### config.mk
export PLATFORM = sky130hd
export DESIGN_NAME = emmc_cmd_seq
export DESIGN_NICKNAME = d
export VERILOG_FILES = /design/src/rtl/emmc_cmd_seq.sv
export SDC_FILE = /design/constraint.sdc
export NUM_CORES = 1
export LEC_CHECK = 0
export ABC_AREA = 0
export BUFFER_PORTS_ARGS = -buffer_cell sky130_fd_sc_hd__buf_2
export CORE_MARGIN = 3
export CORE_UTILIZATION = 35
export CTS_CLUSTER_SIZE = 24
export DETAILED_ROUTE_END_ITERATION = 8
export PLACE_DENSITY = 0.55
export SLEW_MARGIN = 20
export SYNTH_ARGS = -nofsm -noshare
export SYNTH_HDL_FRONTEND = slang
export SYNTH_SLANG_ARGS = --single-unit
### constraint.sdc
create_clock -name clk_i -period 8.14 [get_ports clk_i]
set_input_delay 0.407 -clock clk_i [delete_from_list [all_inputs] [get_ports clk_i]]
set_output_delay 0.407 -clock clk_i [all_outputs]
set_load 0.05 [all_outputs]
### src/rtl/emmc_cmd_seq.sv
// eMMC CMD-line sequencer: 48-bit command out with CRC7, R1/R2/R3 response in and checked.
// Optional EMMC_CMD_ABORT_EN adds abort_i / err_abort_o.
module emmc_cmd_seq #(
  parameter int NCR_MAX = 64,
  parameter int NCC     = 8
) (
  input  logic         clk_i,
  input  logic         nrst_i,
  input  logic         tick_i,
  input  logic         start_i,
  input  logic [5:0]   cmd_idx_i,
  input  logic [31:0]  cmd_arg_i,
  input  logic [1:0]   resp_type_i,
`ifdef EMMC_CMD_ABORT_EN
  input  logic         abort_i,
  output logic         err_abort_o,
`endif
  output logic         busy_o,
  output logic         done_o,
  output logic [127:0] resp_o,
  output logic         err_timeout_o,
  output logic         err_crc_o,
  output logic         err_end_o,
  output logic         cmd_o,
  output logic         cmd_oe_o,
  input  logic         cmd_i
);

  typedef enum logic [2:0] {IDLE, TX, WAIT_RESP, RX, GAP} state_t;

  localparam logic [7:0] NCR_L = 8'(NCR_MAX);
  localparam logic [7:0] NCC_L = 8'(NCC);

  // CRC7 (x^7+x^3+1) over the low n bits of d, MSB first
  function automatic logic [6:0] crc7(input logic [119:0] d, input int n);
    logic [6:0] c;
    logic       fb;
    c = '0;
    for (int i = 119; i >= 0; i--) begin
      if (i < n) begin
        fb = d[i] ^ c[6];
        c  = {c[5:0], 1'b0} ^ (fb ? 7'h09 : 7'h00);
      end
    end
    return c;
  endfunction

  state_t         state_q, state_d;
  logic [7:0]     cnt_q, cnt_d;
  logic [47:0]    frame_q, frame_d;
  logic [126:0]   sh_q, sh_d;
  logic [127:0]   resp_q, resp_d, sh_nxt, r1_resp;
  logic [1:0]     type_q, type_d;
  logic           busy_q, busy_d, done_q, done_d;
  logic           eto_q, eto_d, ecrc_q, ecrc_d, eend_q, eend_d;
  logic           cmd_q, cmd_d, oe_q, oe_d;
  logic [7:0]     rx_len;
  logic [6:0]     rx_crc;
`ifdef EMMC_CMD_ABORT_EN
  logic           eab_q, eab_d;
`endif

  always_comb begin
    state_d = state_q;
    cnt_d   = cnt_q;
    frame_d = frame_q;
    sh_d    = sh_q;
    resp_d  = resp_q;
    type_d  = type_q;
    busy_d  = busy_q;
    done_d  = 1'b0;
    eto_d   = eto_q;
    ecrc_d  = ecrc_q;
    eend_d  = eend_q;
    cmd_d   = cmd_q;
    oe_d    = oe_q;
`ifdef EMMC_CMD_ABORT_EN
    eab_d   = eab_q;
`endif
    // Start bit is already in sh_q when RX begins, so bit counts include it
    sh_nxt  = {sh_q, cmd_i};
    r1_resp = {90'b0, sh_nxt[45:8]};
    rx_len  = (type_q == 2'b10) ? 8'd136 : 8'd48;
    rx_crc  = (type_q == 2'b10) ? crc7(sh_nxt[127:8], 120)
                                : crc7({80'b0, sh_nxt[47:8]}, 40);
    unique case (state_q)
      IDLE: begin
        if (busy_q) begin
          busy_d = 1'b0;
        end else if (start_i) begin
          frame_d = {2'b01, cmd_idx_i, cmd_arg_i,
                     crc7({80'b0, 2'b01, cmd_idx_i, cmd_arg_i}, 40), 1'b1};
          type_d  = resp_type_i;
          resp_d  = '0;
          sh_d    = '0;
          eto_d   = 1'b0;
          ecrc_d  = 1'b0;
          eend_d  = 1'b0;
`ifdef EMMC_CMD_ABORT_EN
          eab_d   = 1'b0;
`endif
          cnt_d   = '0;
          busy_d  = 1'b1;
          state_d = TX;
        end
      end
      TX: if (tick_i) begin
        cmd_d   = frame_q[47];
        oe_d    = 1'b1;
        frame_d = {frame_q[46:0], 1'b0};
        cnt_d   = cnt_q + 8'd1;
        if (cnt_q == 8'd47) begin
          cnt_d   = '0;
          state_d = (type_q == 2'b00) ? GAP : WAIT_RESP;
        end
      end
      WAIT_RESP: if (tick_i) begin
        oe_d  = 1'b0;
        cmd_d = 1'b1;
        if (!cmd_i) begin
          sh_d    = sh_nxt[126:0];
          cnt_d   = 8'd1;
          state_d = RX;
        end else if (cnt_q + 8'd1 == NCR_L) begin
          eto_d   = 1'b1;
          cnt_d   = '0;
          state_d = GAP;
        end else begin
          cnt_d = cnt_q + 8'd1;
        end
      end
      RX: if (tick_i) begin
        sh_d  = sh_nxt[126:0];
        cnt_d = cnt_q + 8'd1;
        if (cnt_q + 8'd1 == rx_len) begin
          resp_d  = (type_q == 2'b10) ? sh_nxt : r1_resp;
          ecrc_d  = (type_q != 2'b11) && (rx_crc != sh_nxt[7:1]);
          eend_d  = !sh_nxt[0];
          cnt_d   = '0;
          state_d = GAP;
        end
      end
      GAP: if (tick_i) begin
        oe_d  = 1'b0;
        cmd_d = 1'b1;
        cnt_d = cnt_q + 8'd1;
        if (cnt_q + 8'd1 == NCC_L) begin
          cnt_d   = '0;
          done_d  = 1'b1;
          state_d = IDLE;
        end
      end
      default: state_d = IDLE;
    endcase
`ifdef EMMC_CMD_ABORT_EN
    if (abort_i && busy_q && state_q != IDLE && state_q != GAP) begin
      state_d = GAP;
      cnt_d   = '0;
      oe_d    = 1'b0;
      cmd_d   = 1'b1;
      eab_d   = 1'b1;
      resp_d  = {1'b0, sh_q};
    end
`endif
  end

  always_ff @(posedge clk_i or negedge nrst_i) begin
    if (!nrst_i) begin
      state_q <= IDLE;
      cnt_q   <= '0;
      frame_q <= '0;
      sh_q    <= '0;
      resp_q  <= '0;
      type_q  <= '0;
      busy_q  <= 1'b0;
      done_q  <= 1'b0;
      eto_q   <= 1'b0;
      ecrc_q  <= 1'b0;
      eend_q  <= 1'b0;
      cmd_q   <= 1'b1;
      oe_q    <= 1'b0;
`ifdef EMMC_CMD_ABORT_EN
      eab_q   <= 1'b0;
`endif
    end else begin
      state_q <= state_d;
      cnt_q   <= cnt_d;
      frame_q <= frame_d;
      sh_q    <= sh_d;
      resp_q  <= resp_d;
      type_q  <= type_d;
      busy_q  <= busy_d;
      done_q  <= done_d;
      eto_q   <= eto_d;
      ecrc_q  <= ecrc_d;
      eend_q  <= eend_d;
      cmd_q   <= cmd_d;
      oe_q    <= oe_d;
`ifdef EMMC_CMD_ABORT_EN
      eab_q   <= eab_d;
`endif
    end
  end

  assign busy_o        = busy_q;
  assign done_o        = done_q;
  assign resp_o        = resp_q;
  assign err_timeout_o = eto_q;
  assign err_crc_o     = ecrc_q;
  assign err_end_o     = eend_q;
  assign cmd_o         = cmd_q;
  assign cmd_oe_o      = oe_q;
`ifdef EMMC_CMD_ABORT_EN
  assign err_abort_o   = eab_q;
`endif

endmodule

==> impl_metrics.toml <==
[critical_path]
cp_cell_sequence = "xnor3_1 > xnor2_2 > xor3_1 > xor2_1 > xnor2_1 > xnor3_1 > xor2_1 > xnor3_2 > xor2_2 > xnor3_1 > a211o_1 > a2111oi_2 > a31oi_1"
worst_setup_path_end_kind = "register"
cp_data_arrival_time_ps = 5500
r2r_slack_ps = 3080
crit_cells = 13
critical_path_class = "register to register"
worstSetupStartpointType = "register"
r2r-start = "sh_q[122]"
required_ps = 8580
worst-path-buf-inv = 0
regToRegEndpoint = "err_crc_o"
crit_family = "XOR/XNOR gates"
cp_common_cell = "xnor3_1"
cp_slowest_cell = "xnor3_1"
r2r_cells = 13
path_max_fanout = 6
critical-path-max-stage-delay_ps = 540

[floorplan]
start_util_pct = 35.5
die_h_um = 232
fp.coreArea_sq_mm = 0.0502
placementRows = 82
die_w_um = 232
dieArea_sq_mm = 0.0536
ios = 180

[worst_hold_path]
holdPathStages = 3
hold_end = "type_q[1]"
min_path_type = "input pin to register"
hold_start = "resp_type_i[1]"

[synth]
synth_seq_cells = 323
synth_edf_count = 0
synth_nets = 1947
synth_area_sq_mm = 0.0178
async_flop_share_pct = 100
synth_top_area_share_pct = 45.2
seq_area_frac_synth_pct = 45.4
synth_ff_type = "dfrtp_1"
synth_top_cell_by_area = "dfrtp_1"
ys_top_cells_by_area = "dfrtp_1 (45%), nand2_1 (12%), xnor2_1 (10%)"
synthCells = 1901
yosysUniqueCellTypes = 50
yosys_warnings = 0
postSynthAreaPerCell_sq_um = 9.37

[global_route]
grt_use_total_pct = 16.9
grt.overflow.total = 0
grt_max_degree = 149
grt_pass1_wl_um = 73200
antenna_found_initial = 0
grt_pass1_vias = 13000

[final_layout]
fin_util_pct = 41.1
post-route-cell-area_sq_mm = 0.0206
final_layout_size_suffix_gt1_share_pct = 14.5
area_growth_syn_to_layout_pct = 15.7
num-nets-final = 2047

[sta]
finalSetupTns_ps = 0
maxSlewHeadroom_pct = 35.6
fmax_ghz = 0.198
min_period_ps = 5060
period_share_pct = 62.2
slew_viol_final = 0
worst-slew-pin-transition_ps = 966
hold_viol_final = 0
rsz0062_at_grt = "false"
setup_viol_count_final = 0
finalClockSkew_ps = 23.3

[drt]
antenna_left = 0
wire_per_inst_um = 16.7
drt_iter0_markers = 1031
viasPerCell = 4.83
dr.pass1.iters = 4
drt_wl_total_um = 45100
remaining_drc_errors = 0
vias = 13100

[clocking]
cts.clk_slew.worst_paths_ps = 60
cts_resized = 0
cts-htree-levels = 2
numCtsBuffers = 39
clock_tree.buffer_depth = 3
cts_setup_buffers = 0
clkLatencyLatePin_ps = 560
cts_tree = "yes"
cts_root_buf = "clkbuf_16"
clock-sinks = 323

[power]
power_leakage_nw = 9.82
pwr-share-clk_pct = 34.1
internal_power_mw = 3.35
switching_share_pct = 37.3
pwr_density_cell_mw_per_mm2 = 260
p_sw_mw = 2.00
ir_drop_v = 0.000151
comb_power_share_pct = 30.9
p_seq_share_pct = 35.0

[place]
gp_congestion = 0.812
placed_area_sq_mm = 0.0192
dp_hpwl_um = 30500
port_buffers = 179

[run_status]
status = "complete, no violations"

[flow_run]
maxCapViolations = 0
cells by family (layout without fill, tap and decap cells):
family                     after synthesis  in the layout  share of synthesized area (%)
AOI/OAI and AO/OA                      241            241                           8.16
xor gates and xnor gates               348            348                           22.9
adders and majority gates                1              1                         0.0702
buffers and inverters                  140            271                           2.95
DFF                                    323            323                           45.4
muxes                                   37             37                           2.08
other                                    0              1                              0
and+or+nand+nor                        811            811                           18.5
cells in the mapped netlist, drive strengths merged, types with 4 or more instances:
library cell / count
a21o: 5
a21oi: 18
a31oi: 41
and2: 4
and3: 4
buf: 4
clkbuf: 133
dfrtp: 322
mux2i: 37
nand2: 584
nand2b: 4
nand3: 135
nor2: 62
nor2b: 4
nor3: 4
o21ai: 112
o31ai: 43
xnor2: 216
xnor3: 54
xor2: 68
xor3: 10
state kept, by name (all words and copies together), names as in the netlist, 2 cells and up:
register	flops
type_q	2
frame_q	48
sh_q	127
state_q	3
resp_o	128
cnt_q	8
power by group through the flow:
stage	logic, mW	clock network, mW	registers [mW]
3_5_place_dp	1.67	0	1.90
3_3_place_gp	1.66	0	1.90
5_1_grt	1.86	1.94	1.89
2_1_floorplan	1.29	0	1.89
6_report	1.65	1.82	1.87
4_1_cts	1.68	1.88	1.87
cells in the final DEF, fill, tap and decap left out, types with 17 or more instances in the layout:
cell type / n
xor2_1: 65
o31ai_1: 43
xnor2_1: 206
mux2i_1: 37
o21ai_0: 111
a31oi_1: 41
nand2_1: 583
nand3_1: 135
a21oi_1: 17
nor2_1: 61
clkbuf_16: 40
xnor3_1: 45
buf_2: 178
dfrtp_1: 322
worst max-delay path by stage:
stage	start	to	slack [ps]
after floorplan	sh_q[115]	err_crc_o	3490
after global placement	sh_q[122]	err_crc_o	3170
after detailed placement	sh_q[122]	err_crc_o	3070
after CTS	sh_q[122]	err_crc_o	3070
after global routing	sh_q[122]	err_crc_o	2770
final	sh_q[122]	err_crc_o	3080
worst min-delay path, cell delays in order:
cell and delay (ps):
buf_2 80, nand2_1 40, nand2_1 50
layer usage:
layer	wire, um	part of all wire, %	up-vias	track usage, %
met1	21300	47	6270	23.9
li1	-	-	6475	-
met4	1070	2.4	0	4.73
met3	2020	4.5	69	3.29
met5	0	0	-	0
met2	20700	46	246	26.4
through the flow:
step	std cells	hold WS [ps]	power, mW	setup slack, ps
finish	2705	59.6	5.35	3080
global route	2704	41.1	5.70	2770
CTS	2704	19.9	5.43	3070
detailed placement	2630	464	3.57	3070
global placement	2630	458	3.55	3170
floorplan	1901	111	3.17	3490
layout make-up:
type                       instances  area (sq um)
fill                            4941         29600
sequential                       323          8080
multi-input combinational       1438          9260
timing repair buffer             196          1050
clock buffer                      56          1130
clock inverter                    16           215
inverter                           3          11.3
tap                              672           841
antenna                            1          2.50
what timing repair did:
action / CTS / global route
setup endpoints to repair: 0 / 0
hold buffers: 2 / 0
endpoints found under the hold margin: 97 / 0
Note: power is estimated with default switching activity, not from simulation.
